--- src/rtl/float_mult_pipe.sv ---
// Parametrised floating-point multiplier: 4-stage pipeline (unpack, multiply, normalise, round/pack)
// with valid/ready handshake. Define FLOAT_MULT_RNE_EN for round-to-nearest-even, else round-half-up.
module float_mult_pipe #(
   parameter int EXP_W = 5,
   parameter int MAN_W = 10,
   parameter int TAG_W = 4
) (
   input  logic                     clk_i,
   input  logic                     rst_n_i,
   input  logic                     valid_i,
   output logic                     ready_o,
   input  logic [EXP_W+MAN_W:0]     data_1_i,
   input  logic [EXP_W+MAN_W:0]     data_2_i,
   input  logic [TAG_W-1:0]         tag_i,
   output logic                     valid_o,
   input  logic                     ready_i,
   output logic [EXP_W+MAN_W:0]     data_mult_o,
   output logic [TAG_W-1:0]         tag_o
);

   localparam int W    = 1 + EXP_W + MAN_W;
   localparam int ES_W = EXP_W + 2;
   localparam int P_W  = 2 * MAN_W + 2;

   localparam logic signed [ES_W-1:0] BIAS_ES = ES_W'((1 << (EXP_W - 1)) - 1);
   localparam logic signed [ES_W-1:0] EMAX_ES = ES_W'((1 << EXP_W) - 1);
   localparam logic signed [ES_W-1:0] ZERO_ES = {ES_W{1'b0}};
   localparam logic signed [ES_W-1:0] ONE_ES  = {{(ES_W-1){1'b0}}, 1'b1};

   logic en_s;

   // stage 1 registers
   logic                   s1_valid_q, s1_zero_q, s1_sign_q;
   logic signed [ES_W-1:0] s1_esum_q;
   logic [MAN_W:0]         s1_man_a_q, s1_man_b_q;
   logic [TAG_W-1:0]       s1_tag_q;
   // stage 2 registers
   logic                   s2_valid_q, s2_zero_q, s2_sign_q;
   logic signed [ES_W-1:0] s2_esum_q;
   logic [P_W-1:0]         s2_prod_q;
   logic [TAG_W-1:0]       s2_tag_q;
   // stage 3 registers
   logic                   s3_valid_q, s3_zero_q, s3_sign_q;
   logic signed [ES_W-1:0] s3_esum_q;
   logic [MAN_W-1:0]       s3_man_q;
   logic                   s3_guard_q, s3_sticky_q;
   logic [TAG_W-1:0]       s3_tag_q;
   // output registers
   logic                   s4_valid_q;
   logic [W-1:0]           s4_data_q;
   logic [TAG_W-1:0]       s4_tag_q;

   // next-state values
   logic                   s1_zero_d, s1_sign_d;
   logic signed [ES_W-1:0] s1_esum_d;
   logic [MAN_W:0]         s1_man_a_d, s1_man_b_d;
   logic [P_W-1:0]         s2_prod_d;
   logic [P_W-2:0]         norm_s;
   logic signed [ES_W-1:0] s3_esum_d;
   logic [MAN_W-1:0]       s3_man_d;
   logic                   s3_guard_d, s3_sticky_d;
   logic                   inc_s;
   logic [MAN_W:0]         man_rnd_s;
   logic [MAN_W-1:0]       man_fin_s;
   logic signed [ES_W-1:0] esum_fin_s;
   logic [W-1:0]           s4_data_d;

   assign en_s        = ready_i | ~s4_valid_q;
   assign ready_o     = en_s;
   assign valid_o     = s4_valid_q;
   assign data_mult_o = s4_data_q;
   assign tag_o       = s4_tag_q;

   // unpack: zero detect (denormals flushed), sign, biased exponent sum, hidden-one mantissas
   always_comb begin
      s1_zero_d  = (data_1_i[W-2 -: EXP_W] == {EXP_W{1'b0}}) |
                   (data_2_i[W-2 -: EXP_W] == {EXP_W{1'b0}});
      s1_sign_d  = data_1_i[W-1] ^ data_2_i[W-1];
      s1_esum_d  = $signed({2'b00, data_1_i[W-2 -: EXP_W]}) +
                   $signed({2'b00, data_2_i[W-2 -: EXP_W]}) - BIAS_ES;
      s1_man_a_d = {1'b1, data_1_i[MAN_W-1:0]};
      s1_man_b_d = {1'b1, data_2_i[MAN_W-1:0]};
   end

   // multiply
   always_comb begin
      s2_prod_d = P_W'(s1_man_a_q) * P_W'(s1_man_b_q);
   end

   // normalise: product lies in [1,4); norm_s drops the leading one so its top MAN_W bits are the mantissa
   always_comb begin
      if (s2_prod_q[P_W-1]) begin
         norm_s    = s2_prod_q[P_W-2:0];
         s3_esum_d = s2_esum_q + ONE_ES;
      end else begin
         norm_s    = {s2_prod_q[P_W-3:0], 1'b0};
         s3_esum_d = s2_esum_q;
      end
      s3_man_d    = norm_s[P_W-2 -: MAN_W];
      s3_guard_d  = norm_s[MAN_W];
      s3_sticky_d = |norm_s[MAN_W-1:0];
   end

   // round, renormalise on mantissa carry, then flush-to-zero / saturate / pack
   always_comb begin
`ifdef FLOAT_MULT_RNE_EN
      inc_s = s3_guard_q & (s3_sticky_q | s3_man_q[0]);
`else
      inc_s = s3_guard_q;
`endif
      man_rnd_s = {1'b0, s3_man_q} + {{MAN_W{1'b0}}, inc_s};
      if (man_rnd_s[MAN_W]) begin
         man_fin_s  = {MAN_W{1'b0}};
         esum_fin_s = s3_esum_q + ONE_ES;
      end else begin
         man_fin_s  = man_rnd_s[MAN_W-1:0];
         esum_fin_s = s3_esum_q;
      end
      if (s3_zero_q || (esum_fin_s <= ZERO_ES)) begin
         s4_data_d = {W{1'b0}};
      end else if (esum_fin_s > EMAX_ES) begin
         s4_data_d = {s3_sign_q, {EXP_W{1'b1}}, {MAN_W{1'b1}}};
      end else begin
         s4_data_d = {s3_sign_q, esum_fin_s[EXP_W-1:0], man_fin_s};
      end
   end

   // pipeline registers: all stages advance together on en_s, hold otherwise
   always_ff @(posedge clk_i or negedge rst_n_i) begin
      if (!rst_n_i) begin
         s1_valid_q  <= 1'b0;
         s1_zero_q   <= 1'b0;
         s1_sign_q   <= 1'b0;
         s1_esum_q   <= ZERO_ES;
         s1_man_a_q  <= {(MAN_W+1){1'b0}};
         s1_man_b_q  <= {(MAN_W+1){1'b0}};
         s1_tag_q    <= {TAG_W{1'b0}};
         s2_valid_q  <= 1'b0;
         s2_zero_q   <= 1'b0;
         s2_sign_q   <= 1'b0;
         s2_esum_q   <= ZERO_ES;
         s2_prod_q   <= {P_W{1'b0}};
         s2_tag_q    <= {TAG_W{1'b0}};
         s3_valid_q  <= 1'b0;
         s3_zero_q   <= 1'b0;
         s3_sign_q   <= 1'b0;
         s3_esum_q   <= ZERO_ES;
         s3_man_q    <= {MAN_W{1'b0}};
         s3_guard_q  <= 1'b0;
         s3_sticky_q <= 1'b0;
         s3_tag_q    <= {TAG_W{1'b0}};
         s4_valid_q  <= 1'b0;
         s4_data_q   <= {W{1'b0}};
         s4_tag_q    <= {TAG_W{1'b0}};
      end else if (en_s) begin
         s1_valid_q  <= valid_i;
         s1_zero_q   <= s1_zero_d;
         s1_sign_q   <= s1_sign_d;
         s1_esum_q   <= s1_esum_d;
         s1_man_a_q  <= s1_man_a_d;
         s1_man_b_q  <= s1_man_b_d;
         s1_tag_q    <= tag_i;
         s2_valid_q  <= s1_valid_q;
         s2_zero_q   <= s1_zero_q;
         s2_sign_q   <= s1_sign_q;
         s2_esum_q   <= s1_esum_q;
         s2_prod_q   <= s2_prod_d;
         s2_tag_q    <= s1_tag_q;
         s3_valid_q  <= s2_valid_q;
         s3_zero_q   <= s2_zero_q;
         s3_sign_q   <= s2_sign_q;
         s3_esum_q   <= s3_esum_d;
         s3_man_q    <= s3_man_d;
         s3_guard_q  <= s3_guard_d;
         s3_sticky_q <= s3_sticky_d;
         s3_tag_q    <= s2_tag_q;
         s4_valid_q  <= s3_valid_q;
         s4_data_q   <= s4_data_d;
         s4_tag_q    <= s3_tag_q;
      end
   end

endmodule

--- config.mk ---
export PLATFORM = sky130hd
export DESIGN_NAME = float_mult_pipe
export DESIGN_NICKNAME = d
export VERILOG_FILES = /design/src/rtl/float_mult_pipe.sv
export SDC_FILE = /design/constraint.sdc
export NUM_CORES = 1
export LEC_CHECK = 0
export CAP_MARGIN = 10
export CORE_ASPECT_RATIO = 1.75
export CORE_MARGIN = 2
export CORE_UTILIZATION = 27
export CTS_CLUSTER_DIAMETER = 80
export DETAILED_ROUTE_END_ITERATION = 8
export HOLD_SLACK_MARGIN = 0.1
export SYNTH_ARGS = -nofsm -noshare
export SYNTH_HDL_FRONTEND = slang
export SYNTH_SLANG_ARGS = --single-unit
export TNS_END_PERCENT = 50
--- constraint.sdc ---
create_clock -name clk_i -period 8.8 [get_ports clk_i]
set_input_delay 1.32 -clock clk_i [delete_from_list [all_inputs] [get_ports clk_i]]
set_output_delay 1.32 -clock clk_i [all_outputs]
set_load 0.01 [all_outputs]
==> summary.md <==
| Metric | Value |
|---|---|
| Mapped Cells | `1009` |
| RSZ-0062 raised after global routing | `false` |
| Number of antenna violations at the first check in global routing | `0` |
| Arr. time, crit path | `6.01 ns` |
| N_diodes | `0` |
| FF+latch area | `2700 um^2` |
| Post-DP HPWL | `14.7 mm` |
| Final net count | `1217` |
| Core Area | `32700 um^2` |
| Area of the multi-input gates | `5580 um^2` |
| PortBufs | `61` |
| Ys Warns | `0` |
| Crit start category | `flop` |
| DR WL/cell | `13.0 um` |
| Layout cells sized above 1 | `4.07%` |
| Area share of the leading cell type in the synthesized netlist | `30.3%` |
| DRC Markers | `0` |
| Vias in the first global route | `7026` |
| Crit path capture | `s2_prod_q[16]` |
| Req. time, crit path | `9.09 ns` |
| HP Class | `flop to flop` |
| Post-synthesis sequential area ratio | `30.3%` |
| Status | `complete, no violations` |
| Netlist cell types | `56` |
| Syn nets | `1199` |
| Slowest cell on the critical path | `dfrtp_1` |
| Num CTS Buffers | `9` |
| Endpoints failing hold | `0` |
| Final wirelength | `18.7 mm` |
| Clock root buffer | `clkbuf_16` |
| Post-route ant nets | `0` |
| Worst reg2reg path depth | `16` |
| Gates resized, CTS repair | `0` |
| CP Capture Type | `flop` |
| Top-count cell post-synth | `nand2_1` |
| Period utilization | `65.0%` |
| Synth async-reset ratio | `100%` |
| Pre-Repair DR Iteration Count | `4` |
| Normalized max-slew margin | `30.9%` |
| Main synth FF type | `dfrtp_1` |
| Slew Viols, Final | `0` |
| Die area | `34500 um^2` |
| Hold-fix buffers, CTS | `0` |
| Worst R2R End | `s2_prod_q[16]` |
| GRT overflow | `0` |
| Setup total negative slack | `0 ns` |
| Worst skew pair latency | `0.37 ns` |
| Longest Clk Path Bufs | `2` |
| DP Worst Slack | `3.13 ns` |
| H-Tree Depth | `3` |
| Syn avg cell area | `8.83 um^2` |
| Max_cap viols | `0` |
| Clock Sink Count | `108` |
| RePlAce Congestion | `0.854` |
| # Post-CTS Setup Buffers | `0` |
| Top Ports | `62` |
| Clock skew | `0.00910 ns` |
| Commonest cells post-synth | `266 x nand2_1, 108 x dfrtp_1, 103 x inv_1, 80 x fa_1, 70 x ha_1` |
| Die Height | `244 um` |
| Synthesized cell area | `8910 um^2` |
| Final WS setup | `3.08 ns` |
| Largest net degree at the start of global routing | `87` |
| Die Wd | `141 um` |
| Top area cells in the synthesized netlist | `dfrtp_1 30%, fa_1 18%, nand2_1 11%` |
| Crit path time final | `5.72 ns` |
| Fin area | `10100 um^2` |
| TritonCTS clock tree | `done` |
| Initial drt markers | `227` |
| Fmax | `0.175 GHz` |
| Worst path max stage delay | `0.75 ns` |
| Post-synth EDFFs | `0` |
| Count of state elements after synthesis | `108` |
| Dpl cell area | `9820 um^2` |
| Row count | `88` |
| Layout area overhead | `13.8%` |
| Vias per cell | `4.59` |
| Initial core utilization | `27.2%` |
| Area leader, netlist | `dfrtp_1` |
| Setup CP Type | `flop to flop` |
| Worst setup path startpoint | `s1_man_a_q[10]` |
| Most common cell on crit path | `fa_1` |
| Worst Tran Pin Value | `1.04 ns` |
| CP Max Fanout | `22` |
| Reg-to-reg slack, setup | `3.08 ns` |
| Vias | `6594` |
| Reg2Reg Launch Point | `s1_man_a_q[10]` |
| First-pass GRT wire length | `32.6 mm` |
| Worst-path clk slew | `0.08 ns` |
| Filler cells | `3421` |
| Overall Global Routing Usage | `11.6%` |
| Critical path cell sequence | `nand2_1 > fa_1 > fa_1 > inv_1 > fa_1 > fa_1 > inv_1 > fa_1 > inv_1 > ha_1 > and2_1 > o2111ai_1 > o21ai_0 > a311oi_1 > xor2_1 > o21ai_0` |
| Final setup viols | `0` |
metal layers:
metal / track usage, % / routed length [um] / vias up
li1: - / - / 3242
met4: 5.26 / 522 / 0
met3: 1.45 / 406 / 29
met2: 22.8 / 10600 / 94
met5: 0 / 0 / -
met1: 11.8 / 7160 / 3229
sequential cells by signal, indices dropped and copies added, names as in the netlist, 4 cells and up:
name         count
s2_esum_q        7
s2_prod_q       13
tag_o            4
s1_esum_q        7
s1_man_a_q      11
s3_man_q        10
s3_esum_q        7
s1_man_b_q      10
s3_tag_q         4
data_mult_o     16
s2_tag_q         4
s1_tag_q         4
per-stage QoR:
stage                     hold slack [ns]  util, %  instances
after detailed placement            0.447     30.0       1421
after global routing                0.479     31.0       1437
after floorplan                     0.430        -       1009
final                               0.462     31.0       1437
after global placement              0.443     30.0       1421
after CTS                           0.468     31.0       1437
cell usage in the layout (no fill, tap or decap), types with 14 or more instances in the layout:
master and n:
a21oi_1 32, and2_1 67, clkdlybuf4s50_1 60, dfrtp_1 108, fa_1 80, ha_1 70
inv_1 102, mux2i_1 14, nand2_1 266, nor2_1 27, o21ai_0 42, xnor2_1 18
xor2_1 14
worst max-delay path, delay by kind of cell (launching register included):
kind / cells / cell delay, ns
adder cells (fa/ha/maj): 6 / 3.01
flip-flops: 1 / 0.75
buffers and inverters: 3 / 0.15
XOR/XNOR: 1 / 0.18
AO/OA/AOI/OAI: 4 / 1.14
AND/OR/NAND/NOR: 2 / 0.39
logic make-up after synthesis:
group,Yosys count,share of synthesized area (%)
AO/OA/AOI/OAI,127,8.82
XOR/XNOR,32,3.15
adder cells (fa/ha/maj),150,27.8
buffers and inverters,162,7.10
flip-flops,108,30.3
multiplexers,15,1.70
AND/OR/NAND/NOR,415,21.1
worst min path at each step:
stage	startpoint	to	slack [ns]	depth (start not counted)
floorplan	s3_valid_q	s3_valid_q	0.43	2
global placement	s3_valid_q	s3_valid_q	0.44	2
detailed placement	s3_valid_q	s3_valid_q	0.45	2
CTS	s3_valid_q	s3_valid_q	0.47	2
global route	s3_valid_q	valid_o	0.48	1
finish	s3_valid_q	s3_valid_q	0.46	2
layout make-up:
type,count,area share [%]
multi-input cells,739,55.1
clock buffers,9,2.22
clock inverters,7,0.901
inverters,103,3.81
repair buffers,66,6.37
well taps,405,5.00
flip-flops and latches,108,26.7
Power is not shown: default switching activity piles up to over one toggle a cycle in this logic, so the estimate is an artifact.
